**config.mk**
```make
export PLATFORM = sky130hd
export DESIGN_NAME = rtc_bus_scheduler
export DESIGN_NICKNAME = d
export VERILOG_FILES = /design/src/rtl/rtc_bus_scheduler.sv
export SDC_FILE = /design/constraint.sdc
export NUM_CORES = 1
export LEC_CHECK = 0
export CELL_PAD_IN_SITES_DETAIL_PLACEMENT = 0
export CELL_PAD_IN_SITES_GLOBAL_PLACEMENT = 1
export CORE_MARGIN = 10
export CORE_UTILIZATION = 38
export DETAILED_ROUTE_END_ITERATION = 8
export GPL_ROUTABILITY_DRIVEN = 1
export PLACE_DENSITY = 0.95
export SYNTH_ARGS = -nofsm -noshare
export SYNTH_HDL_FRONTEND = slang
export SYNTH_SLANG_ARGS = --single-unit
```
**constraint.sdc**
```tcl
create_clock -name clk -period 2.6 [get_ports clk]
set_input_delay 0.52 -clock clk [delete_from_list [all_inputs] [get_ports clk]]
set_output_delay 0.52 -clock clk [all_outputs]
set_load 0.02 [all_outputs]
```
**src/rtl/rtc_bus_scheduler.sv**
```systemverilog
// rtc_bus_scheduler: sequences all traffic on the multiplexed-AD RTC bus.
// A refresh tick sweeps NREGS time/date registers through the read engine
// into the display register file. User writes are slotted in between sweep
// reads. A watchdog bounds every engine wait so a hung bus cannot stall us.
module rtc_bus_scheduler #(
  parameter int         NREGS     = 7,
  parameter logic [7:0] BASE_ADDR = 8'h21,
  parameter int         TIMEOUT   = 255
) (
  input  logic       clk,
  input  logic       reset,
  input  logic       tick,
  input  logic       wr_req,
  input  logic [7:0] wr_addr,
  input  logic [7:0] wr_data,
  output logic       wr_ack,
  output logic       rd_start,
  input  logic       rd_done,
  input  logic [7:0] rd_data,
  output logic       wr_start,
  input  logic       wr_done,
  output logic [7:0] bus_addr,
  output logic [7:0] bus_wdata,
  output logic       reg_we,
  output logic [3:0] reg_idx,
  output logic [7:0] reg_data,
  output logic       busy,
  output logic       timeout_err
);

  localparam logic [3:0] LAST_IDX  = 4'(NREGS - 1);
  // The watchdog expires on the TIMEOUT-th wait cycle (count starts at 0).
  localparam logic [7:0] WDOG_LAST = 8'(TIMEOUT - 1);

  typedef enum logic [2:0] {
    S_IDLE,
    S_RD_ISSUE,
    S_RD_WAIT,
    S_RD_STORE,
    S_WR_ISSUE,
    S_WR_WAIT
  } state_t;

  state_t     r_state, w_state_nxt;
  logic [3:0] r_idx, w_idx_nxt;
  logic       r_tick_pend, w_tick_pend_nxt;
  logic       r_sweep, w_sweep_nxt;
  logic [7:0] r_wdog, w_wdog_nxt;
  logic [7:0] r_bus_addr, w_bus_addr_nxt;
  logic [7:0] r_bus_wdata, w_bus_wdata_nxt;
  logic [7:0] r_reg_data, w_reg_data_nxt;

  logic       w_rd_start, w_wr_start, w_reg_we, w_wr_ack, w_timeout;
  logic       w_expire;
  logic [3:0] w_idx_inc;

  assign w_expire  = (r_wdog == WDOG_LAST);
  assign w_idx_inc = r_idx + 4'd1;

  // State and datapath registers; reset overrides every other input.
  always_ff @(posedge clk) begin
    // NOTE: sequential state uses non-blocking assignments so every register
    // samples the pre-edge values, independent of statement order.
    if (reset) begin
      r_state     <= S_IDLE;
      r_idx       <= 4'd0;
      r_tick_pend <= 1'b0;
      r_sweep     <= 1'b0;
      r_wdog      <= 8'd0;
      r_bus_addr  <= 8'd0;
      r_bus_wdata <= 8'd0;
      r_reg_data  <= 8'd0;
    end else begin
      r_state     <= w_state_nxt;
      r_idx       <= w_idx_nxt;
      r_tick_pend <= w_tick_pend_nxt;
      r_sweep     <= w_sweep_nxt;
      r_wdog      <= w_wdog_nxt;
      r_bus_addr  <= w_bus_addr_nxt;
      r_bus_wdata <= w_bus_wdata_nxt;
      r_reg_data  <= w_reg_data_nxt;
    end
  end

  // Next-state, datapath updates and strobe decode.
  always_comb begin
    // NOTE: every signal gets a default before the case so no path leaves
    // one unassigned, which would otherwise infer a latch.
    w_state_nxt     = r_state;
    w_idx_nxt       = r_idx;
    w_tick_pend_nxt = r_tick_pend | tick;  // ticks arriving while busy collapse here
    w_sweep_nxt     = r_sweep;
    w_wdog_nxt      = r_wdog;
    w_bus_addr_nxt  = r_bus_addr;
    w_bus_wdata_nxt = r_bus_wdata;
    w_reg_data_nxt  = r_reg_data;
    w_rd_start      = 1'b0;
    w_wr_start      = 1'b0;
    w_reg_we        = 1'b0;
    w_wr_ack        = 1'b0;
    w_timeout       = 1'b0;

    case (r_state)
      S_IDLE: begin
        if (wr_req) begin
          // A write beats a simultaneous tick, which stays pending.
          w_bus_addr_nxt  = wr_addr;
          w_bus_wdata_nxt = wr_data;
          w_state_nxt     = S_WR_ISSUE;
        end else if (tick || r_tick_pend) begin
          w_idx_nxt       = 4'd0;
          w_tick_pend_nxt = 1'b0;
          w_sweep_nxt     = 1'b1;
          w_bus_addr_nxt  = BASE_ADDR;
          w_state_nxt     = S_RD_ISSUE;
        end
      end

      S_RD_ISSUE: begin
        w_rd_start  = 1'b1;
        w_wdog_nxt  = 8'd0;
        w_state_nxt = S_RD_WAIT;
      end

      S_RD_WAIT: begin
        w_wdog_nxt = r_wdog + 8'd1;
        if (rd_done) begin
          w_reg_data_nxt = rd_data;
          w_state_nxt    = S_RD_STORE;
        end else if (w_expire) begin
          // Abandon the sweep; the display keeps its previous contents.
          w_timeout   = 1'b1;
          w_idx_nxt   = 4'd0;
          w_sweep_nxt = 1'b0;
          w_state_nxt = S_IDLE;
        end
      end

      S_RD_STORE: begin
        w_reg_we = 1'b1;
        if (r_idx == LAST_IDX) begin
          w_idx_nxt   = 4'd0;
          w_sweep_nxt = 1'b0;
          w_state_nxt = S_IDLE;
        end else begin
          w_idx_nxt = w_idx_inc;
          if (wr_req) begin
            w_bus_addr_nxt  = wr_addr;
            w_bus_wdata_nxt = wr_data;
            w_state_nxt     = S_WR_ISSUE;
          end else begin
            w_bus_addr_nxt = BASE_ADDR + {4'd0, w_idx_inc};
            w_state_nxt    = S_RD_ISSUE;
          end
        end
      end

      S_WR_ISSUE: begin
        w_wr_start  = 1'b1;
        w_wdog_nxt  = 8'd0;
        w_state_nxt = S_WR_WAIT;
      end

      S_WR_WAIT: begin
        w_wdog_nxt = r_wdog + 8'd1;
        if (wr_done || w_expire) begin
          // An expired write is still acked so the requester never hangs.
          w_wr_ack  = 1'b1;
          w_timeout = ~wr_done;
          if (r_sweep) begin
            w_bus_addr_nxt = BASE_ADDR + {4'd0, r_idx};
            w_state_nxt    = S_RD_ISSUE;
          end else begin
            w_state_nxt = S_IDLE;
          end
        end
      end

      default: w_state_nxt = S_IDLE;
    endcase
  end

  assign rd_start    = w_rd_start;
  assign wr_start    = w_wr_start;
  assign reg_we      = w_reg_we;
  assign wr_ack      = w_wr_ack;
  assign timeout_err = w_timeout;
  assign bus_addr    = r_bus_addr;
  assign bus_wdata   = r_bus_wdata;
  assign reg_idx     = r_idx;
  assign reg_data    = r_reg_data;
  assign busy        = (r_state != S_IDLE);

endmodule

```
==> impl_table.tex, run 1 <==
\begin{tabular}{lr}
\hline
Metric & Value \\
\hline
\multicolumn{2}{l}{\textbf{Pwr}} \\
\quad Overall power after layout & 2.25 mW \\
\quad Fraction of power consumed by combinational cells & 0.419 \\
\quad Share of total power consumed by net switching & 0.361 \\
\quad Net switching power & 811 uW \\
\quad Internal power & 1.44 mW \\
\quad Sequential cell fraction of total power & 0.341 \\
\quad Standby leakage power & 1.19 nW \\
\quad Clock share of power & 0.241 \\
\quad Largest voltage drop on the vdd net & 0.427 mV \\
\quad Power density cells & 703 mW/mm\^{}2 \\
\multicolumn{2}{l}{\textbf{Die}} \\
\quad Core outline area & 0.00599 mm\^{}2 \\
\quad Width of the die & 99.0 um \\
\quad Placement row count & 28 \\
\quad Starting density of the core & 0.395 \\
\quad Top-Level Pins & 64 \\
\quad Die Ht & 99.0 um \\
\quad Total Die Area & 0.00979 mm\^{}2 \\
\multicolumn{2}{l}{\textbf{Placed design}} \\
\quad Number of I/O port buffers & 63 \\
\quad Routability-driven placement congestion ratio & 0.828 \\
\quad HPWL Detailed & 4.95 mm \\
\multicolumn{2}{l}{\textbf{Status}} \\
\quad Outcome & completed \\
\multicolumn{2}{l}{\textbf{Cells and area}} \\
\quad Share of post-route cells with drive strength above 1 & 0.0852 \\
\quad Number of inserted filler cells in the final layout & 552 \\
\quad Leading cell types in the layout, fill and taps excluded & 60 x sky130\_fd\_sc\_hd\_\_clkdlybuf4s50\_1, 41 x sky130\_fd\_sc\_hd\_\_dfxtp\_1, 31 x sky130\_fd\_sc\_hd\_\_a21oi\_1, 27 x sky130\_fd\_sc\_hd\_\_nand2\_1, 18 x sky130\_fd\_sc\_hd\_\_o21ai\_0 \\
\quad Final net count & 386 \\
\quad Total inserted antenna cells & 0 \\
\quad Layout overhead on the synthesized area & 34.9\% \\
\quad Most frequent standard cell in the layout excluding fill and tap cells & sky130\_fd\_sc\_hd\_\_clkdlybuf4s50\_1 \\
\multicolumn{2}{l}{\textbf{Route}} \\
\quad Post-detailed-routing wire length & 6.78 mm \\
\quad Post-detailed-route count of antenna-violating nets & 0 \\
\quad Average via count per standard cell & 5.51 \\
\quad Via count & 2,352 \\
\quad \# DRC & 0 \\
\quad Detail-routed net length per standard cell & 15.9 um \\
\quad Detailed Routing Iterations Pass 1 & 4 \\
\quad Number of DRC markers in iteration 0 & 191 \\
\multicolumn{2}{l}{\textbf{Worst setup path}} \\
\quad Max Fanout on Critical Path & 8 \\
\quad Critical path launch point type & flop \\
\quad Required time at the endpoint of the critical path & 2080 ps \\
\quad Arrival time worst endpoint & 1900 ps \\
\quad Flop2flop setup slack & 400 ps \\
\quad Worst setup EP type & output pin \\
\quad Worst Path Class, Setup & reg -> out \\
\multicolumn{2}{l}{\textbf{Timing}} \\
\quad Final-report setup violation count & 0 \\
\quad Post-route minimum period & 2420 ps \\
\quad Max-slew headroom & 0.646 \\
\quad Final total negative setup slack & 0 ps \\
\quad Count of final hold-check violations & 0 \\
\quad Fmax achieved & 0.414 GHz \\
\quad Period utilization & 0.929 \\
\quad Max-slew violation count & 0 \\
\quad Unrepaired setup endpoints after global routing & false \\
\quad Worst slew pin tran & 531 ps \\
\quad Setup skew after layout & 9.81 ps \\
\multicolumn{2}{l}{\textbf{Yosys}} \\
\quad Ys Warns & 0 \\
\quad Mapped Area & 0.00237 mm\^{}2 \\
\quad Yosys reg bits & 41 \\
\quad Predominant post-synthesis flop cell & sky130\_fd\_sc\_hd\_\_dfxtp\_1 \\
\quad Async S/R FF share, synth & 0 \\
\quad Average cell area after synthesis & 8.08 um\^{}2 \\
\quad Unique masters post-synth & 57 \\
\quad Gate Count Post-Synth & 293 \\
\quad Post-synth EDFFs & 0 \\
\quad Sequential element share of the synthesized area & 0.347 \\
\quad Post-synth net total & 328 \\
\multicolumn{2}{l}{\textbf{GRT}} \\
\quad Congestion Overflow GR & 0 \\
\quad GRT Util Overall & 0.132 \\
\quad First-pass GRT wire length & 11.1 mm \\
\quad Initial antenna violation count & 0 \\
\quad Maximum number of pins on one net before global-route repair & 46 \\
\quad Via count of the first global-routing pass & 2,331 \\
\multicolumn{2}{l}{\textbf{Clock tree}} \\
\quad H-Tree Depth & 2 \\
\quad Post-CTS Setup Bufs & 0 \\
\quad Clock buffer count from CTS & 5 \\
\quad Clock transition time at the flip-flop clock pins of the worst setup and hold paths & 90 ps \\
\quad Clock Path Buffers & 2 \\
\quad CTS sink cnt & 41 \\
\quad Clock network latency to the later pin of the worst-skew pair & 300 ps \\
\quad Clock tree from TritonCTS & done \\
\quad Root buffer selected by CTS & sky130\_fd\_sc\_hd\_\_clkbuf\_8 \\
\multicolumn{2}{l}{\textbf{Run}} \\
\quad Number of max-cap violations & 0 \\
\multicolumn{2}{l}{\textbf{Worst hold path}} \\
\quad Classification of the worst-slack hold path & reg -> reg \\
\hline
\end{tabular}
-- cell usage after synthesis, types with 4 or more instances --
cell / n / area (um^2)
sky130_fd_sc_hd__o21ai_0: 18 / 90.1
sky130_fd_sc_hd__and2_1: 4 / 25.0
sky130_fd_sc_hd__clkbuf_1: 12 / 45.0
sky130_fd_sc_hd__a211oi_2: 6 / 75.1
sky130_fd_sc_hd__a31oi_1: 11 / 68.8
sky130_fd_sc_hd__nand2b_1: 6 / 37.5
sky130_fd_sc_hd__nor3_1: 10 / 50.1
sky130_fd_sc_hd__dfxtp_1: 41 / 821
sky130_fd_sc_hd__and3_1: 7 / 43.8
sky130_fd_sc_hd__nand2_1: 27 / 101
sky130_fd_sc_hd__a21oi_1: 31 / 155
sky130_fd_sc_hd__nor2_1: 13 / 48.8
sky130_fd_sc_hd__mux2i_1: 5 / 50.1
sky130_fd_sc_hd__a211oi_1: 4 / 30.0
sky130_fd_sc_hd__nand3_1: 17 / 85.1
sky130_fd_sc_hd__buf_2: 7 / 35.0
sky130_fd_sc_hd__a311oi_1: 4 / 35.0
sky130_fd_sc_hd__ha_1: 5 / 62.6
sky130_fd_sc_hd__inv_1: 6 / 22.5
-- registers in the layout (all words and copies together), names as in the netlist --
name         flops
reg_idx          4
r_sweep          1
bus_addr         8
r_state          3
reg_data         8
bus_wdata        8
r_tick_pend      1
r_wdog           8
-- power by group through the flow --
stage | logic, mW | clock network, mW | registers [mW]
2_1_floorplan | 0.548 | 0 | 0.839
3_3_place_gp | 0.929 | 0 | 0.775
3_5_place_dp | 0.939 | 0 | 0.780
4_1_cts | 0.944 | 0.553 | 0.765
5_1_grt | 1.03 | 0.580 | 0.776
6_report | 0.941 | 0.540 | 0.765
-- repair_timing --
action / CTS / global route
hold endpoints to repair: 0 / 0
hold buffers: 0 / 0
resized for setup: 1 / 3
endpoints found under the setup margin: 1 / 2
pin swaps: 0 / 0
-- metal layers --
| layer | share of wire | track usage | vias to the layer above |
|---|---|---|---|
| met1 | 0.47 | 0.167 | 1081 |
| met4 | 0.0090 | 0.0320 | 0 |
| met2 | 0.43 | 0.194 | 66 |
| li1 | - | - | 1197 |
| met5 | 0 | 0 | - |
| met3 | 0.096 | 0.0649 | 8 |
-- critical path, cell delays in order, from the launching register on --
cell and delay (ps):
sky130_fd_sc_hd__dfxtp_1 390, sky130_fd_sc_hd__or3b_1 490, sky130_fd_sc_hd__o22a_1 230, sky130_fd_sc_hd__nor3_1 130, sky130_fd_sc_hd__dlygate4sd2_1 370
-- final cells by class --
class	count	area (um^2)	area share
Clock buffer	7	86.3	0.0270
Tap cell	75	93.8	0.0294
Multi-Input combinational cell	221	1400	0.437
Timing Repair Buffer	75	741	0.232
Sequential cell	41	821	0.257
Clock inverter	1	30.0	0.00940
Inverter	7	26.3	0.00823
-- cell families after synthesis --
kind of cell | Yosys count | synth area share
AND/OR/NAND/NOR | 106 | 0.239
XOR/XNOR | 5 | 0.0185
multiplexers | 5 | 0.0211
AO/OA/AOI/OAI | 100 | 0.284
buffers and inverters | 31 | 0.0639
adder cells (fa/ha/maj) | 5 | 0.0264
flip-flops | 41 | 0.347
-- stage by stage --
| stage | worst slack [ps] | hold WS, ps | util | std cells | area [um^2] |
|---|---|---|---|---|---|
| floorplan | 418 | 465 | - | 293 | 2370 |
| global placement | 78.6 | 441 | 0.513 | 419 | 3070 |
| detailed placement | 70.3 | 445 | 0.513 | 419 | 3070 |
| CTS | 1.34 | 457 | 0.532 | 427 | 3190 |
| global route | 73.7 | 483 | 0.533 | 427 | 3190 |
| finish | 185 | 453 | 0.533 | 427 | 3190 |
-- worst paths after layout --
| path | startpoint | end | depth (start not counted) |
|---|---|---|---|
| worst min-delay path | reg_data[5]$_SDFFE_PP0P_ | reg_data[5]$_SDFFE_PP0P_ | 2 |
| worst max-delay path | r_state[0]$_SDFFE_PP0P_ | timeout_err | 4 |
| worst min register to register | reg_data[5]$_SDFFE_PP0P_ | reg_data[5]$_SDFFE_PP0P_ | 2 |
| worst max register to register | r_wdog[0]$_SDFFE_PP0P_ | bus_addr[6]$_SDFFE_PP0P_ | 7 |
No activity file was read; power rests on OpenSTA's default activity.
==> inputs of run 2 (changes only) <==
--- a/config.mk
+++ b/config.mk
@@ -11,6 +11,7 @@
 export CORE_UTILIZATION = 38
 export DETAILED_ROUTE_END_ITERATION = 8
 export GPL_ROUTABILITY_DRIVEN = 1
+export GPL_TIMING_DRIVEN = 0
 export PLACE_DENSITY = 0.95
 export SYNTH_ARGS = -nofsm -noshare
 export SYNTH_HDL_FRONTEND = slang
==> run 2 against run 1 <==
Compared with the run above: largest power group unchanged; routed wire length up 7.2%; total power up 1.0%; critical endpoint is now busy; register-to-register slack better by 70 ps; global-route usage up 0.89 points; via count up 5.7%; clock-buffer cell count down 1; first-iteration DRC count down 6.3%; largest cell class unchanged; sequential cell count unchanged; sequential power down 1%; die area unchanged; highest routed layer unchanged; cell area up 0.35%; non-clock buffer count up 12.
==> impl_table.tex, run 2 (synthesized netlist as in run 1, its figures left out) <==
\begin{tabular}{lr}
\hline
Metric & Value \\
\hline
\multicolumn{2}{l}{\textbf{Worst setup path}} \\
\quad Worst reg2reg endpoint & reg\_idx[3]\$\_SDFFE\_PP0P\_ \\
\quad Worst setup EP type & output pin \\
\quad Count of cells along the worst register-to-register path & 8 \\
\quad Arrival time worst endpoint & 1930 ps \\
\quad Worst Path Class, Setup & reg -> out \\
\quad Required time at the endpoint of the critical path & 2080 ps \\
\quad Max Fanout on Critical Path & 9 \\
\quad Critical path launch point type & flop \\
\quad Flop2flop setup slack & 470 ps \\
\quad Worst R2R Start & reg\_idx[0]\$\_SDFFE\_PP0P\_ \\
\multicolumn{2}{l}{\textbf{Cells and area}} \\
\quad Share of post-route cells with drive strength above 1 & 0.0934 \\
\quad Leading cell types in the layout, fill and taps excluded & 58 x sky130\_fd\_sc\_hd\_\_clkdlybuf4s50\_1, 41 x sky130\_fd\_sc\_hd\_\_dfxtp\_1, 31 x sky130\_fd\_sc\_hd\_\_a21oi\_1, 27 x sky130\_fd\_sc\_hd\_\_nand2\_1, 18 x sky130\_fd\_sc\_hd\_\_o21ai\_0 \\
\quad Finished Core Util & 0.535 \\
\quad Final net count & 398 \\
\quad Post-route cell area & 0.00321 mm\^{}2 \\
\quad Total inserted antenna cells & 0 \\
\quad Layout overhead on the synthesized area & 35.3\% \\
\quad Most frequent standard cell in the layout excluding fill and tap cells & sky130\_fd\_sc\_hd\_\_clkdlybuf4s50\_1 \\
\multicolumn{2}{l}{\textbf{Worst hold path}} \\
\quad Worst Hold Launch & reg\_data[4]\$\_SDFFE\_PP0P\_ \\
\quad Endpoint of the worst hold-timing path & reg\_data[4]\$\_SDFFE\_PP0P\_ \\
\quad Number of cells on the worst hold path & 2 \\
\quad Classification of the worst-slack hold path & reg -> reg \\
\multicolumn{2}{l}{\textbf{GRT}} \\
\quad Congestion Overflow GR & 0 \\
\quad Via count of the first global-routing pass & 2,325 \\
\quad Initial antenna violation count & 0 \\
\quad First-pass GRT wire length & 11.7 mm \\
\quad GRT Util Overall & 0.141 \\
\quad Maximum number of pins on one net before global-route repair & 14 \\
\multicolumn{2}{l}{\textbf{Route}} \\
\quad Number of DRC markers in iteration 0 & 179 \\
\quad Routed metal-1 wire length & 3.34 mm \\
\quad Detailed Routing Iterations Pass 1 & 5 \\
\quad Amount of wire on met3 after detailed routing & 742 um \\
\quad Detailed-routed wire length on met2 & 3.11 mm \\
\quad Post-detailed-route count of antenna-violating nets & 0 \\
\quad Post-detailed-routing wire length & 7.26 mm \\
\quad Average via count per standard cell & 5.67 \\
\quad Via count & 2,487 \\
\quad \# DRC & 0 \\
\quad Detail-routed net length per standard cell & 16.5 um \\
\quad Top metal layer carrying routed signals & met4 \\
\multicolumn{2}{l}{\textbf{Pwr}} \\
\quad Largest voltage drop on the vdd net & 0.383 mV \\
\quad Standby leakage power & 1.18 nW \\
\quad Power density cells & 708 mW/mm\^{}2 \\
\multicolumn{2}{l}{\textbf{Timing}} \\
\quad Worst slew pin tran & 718 ps \\
\quad Fmax achieved & 0.408 GHz \\
\quad Max-slew violation count & 0 \\
\quad Setup skew after layout & 4.58 ps \\
\quad Max-slew headroom & 0.521 \\
\quad Post-route minimum period & 2450 ps \\
\quad Final total negative setup slack & 0 ps \\
\quad Count of final hold-check violations & 0 \\
\quad Worst-case hold slack & 457 ps \\
\quad Final-report setup violation count & 0 \\
\quad Unrepaired setup endpoints after global routing & false \\
\quad Period utilization & 0.943 \\
\multicolumn{2}{l}{\textbf{Die}} \\
\quad Placement row count & 28 \\
\quad Width of the die & 99.0 um \\
\quad Core outline area & 0.00599 mm\^{}2 \\
\quad Total Die Area & 0.00979 mm\^{}2 \\
\quad Starting density of the core & 0.395 \\
\quad Die Ht & 99.0 um \\
\quad Top-Level Pins & 64 \\
\multicolumn{2}{l}{\textbf{Clock tree}} \\
\quad Clock tree from TritonCTS & done \\
\quad Clock Path Buffers & 2 \\
\quad Number of buffers inserted for hold repair after clock tree synthesis & 0 \\
\quad Clock transition time at the flip-flop clock pins of the worst setup and hold paths & 80 ps \\
\quad H-Tree Depth & 2 \\
\quad Clock network latency to the later pin of the worst-skew pair & 300 ps \\
\quad CTS sink cnt & 41 \\
\quad Root buffer selected by CTS & sky130\_fd\_sc\_hd\_\_clkbuf\_8 \\
\quad Clock buffer count from CTS & 5 \\
\multicolumn{2}{l}{\textbf{Placed design}} \\
\quad HPWL Detailed & 5.30 mm \\
\quad Placed Instance Area & 0.00308 mm\^{}2 \\
\quad Routability-driven placement congestion ratio & 0.830 \\
\quad Number of I/O port buffers & 62 \\
\multicolumn{2}{l}{\textbf{Status}} \\
\quad Outcome & completed \\
\multicolumn{2}{l}{\textbf{Run}} \\
\quad Number of max-cap violations & 0 \\
\hline
\end{tabular}
run 2: changes by cell type in the layout (fill, tap and decap cells not counted), moves of 2 or more:
cell / delta
sky130_fd_sc_hd__clkbuf_1: +10
sky130_fd_sc_hd__buf_2: +8
sky130_fd_sc_hd__buf_4: -8
sky130_fd_sc_hd__buf_6: +2
sky130_fd_sc_hd__clkdlybuf4s50_1: -2
sky130_fd_sc_hd__dlygate4sd2_1: +2
sky130_fd_sc_hd__dlymetal6s2s_1: -2
run 2: what timing repair did:
item	CTS	global route
pin swaps	1	0
gates cloned	0	0
setup endpoints to repair	4	1
setup buffers	1	0
gates resized for setup	8	2
run 2: where the power goes:
part | internal (mW) | switching [mW] | leakage [nW]
Combinational | 0.410 | 0.554 | 0.784
Clock | 0.312 | 0.238 | 0.0574
Sequential | 0.711 | 0.0443 | 0.334
run 2: worst max path at each step:
stage	startpoint	endpoint	slack [ps]	cells past startpoint
final	r_state[1]$_SDFFE_PP0P_	busy	150	4
after global routing	r_state[0]$_SDFFE_PP0P_	timeout_err	70	6
after CTS	r_state[0]$_SDFFE_PP0P_	timeout_err	4	6
after detailed placement	r_state[0]$_SDFFE_PP0P_	timeout_err	-20	6
after global placement	r_state[0]$_SDFFE_PP0P_	timeout_err	-40	6
after floorplan	r_state[0]$_SDFFE_PP0P_	timeout_err	420	5
run 2: critical path, cell delays in order (launching register included):
cell and delay [ps]:
sky130_fd_sc_hd__dfxtp_1 320, sky130_fd_sc_hd__buf_6 130, sky130_fd_sc_hd__nor3_1 410, sky130_fd_sc_hd__inv_1 190
sky130_fd_sc_hd__clkdlybuf4s50_1 580
run 2: routing by layer:
metal / track usage / vias to the layer above
met5: 0 / -
met4: 0.0397 / 0
met3: 0.0608 / 6
met2: 0.211 / 90
met1: 0.177 / 1167
li1: - / 1224
run 2: metrics by stage:
step	setup slack, ps	cells	total power [mW]
after floorplan	418	293	1.39
after global placement	-43.6	430	1.71
after detailed placement	-20.6	430	1.73
after CTS	4.33	439	2.28
after global routing	68.8	439	2.41
final	149	439	2.27
run 2: cell type report:
| type | instances | area [um^2] |
|---|---|---|
| multi-input cells | 221 | 1400 |
| plain buffers | 24 | 126 |
| fillers | 593 | 2790 |
| clock buffers | 6 | 82.6 |
| inverters | 7 | 26.3 |
| flip-flops and latches | 41 | 821 |
| clock inverters | 2 | 37.5 |
| repair buffers | 63 | 619 |
| well taps | 75 | 93.8 |
==> inputs of run 3 (changes only) <==
--- a/config.mk
+++ b/config.mk
@@ -10,7 +10,6 @@
 export CORE_MARGIN = 10
 export CORE_UTILIZATION = 38
 export DETAILED_ROUTE_END_ITERATION = 8
-export GPL_ROUTABILITY_DRIVEN = 1
 export GPL_TIMING_DRIVEN = 0
 export PLACE_DENSITY = 0.95
 export SYNTH_ARGS = -nofsm -noshare
==> results of run 3 <==
Same layout as run 2: the final DEF is identical, and so are final timing and power.
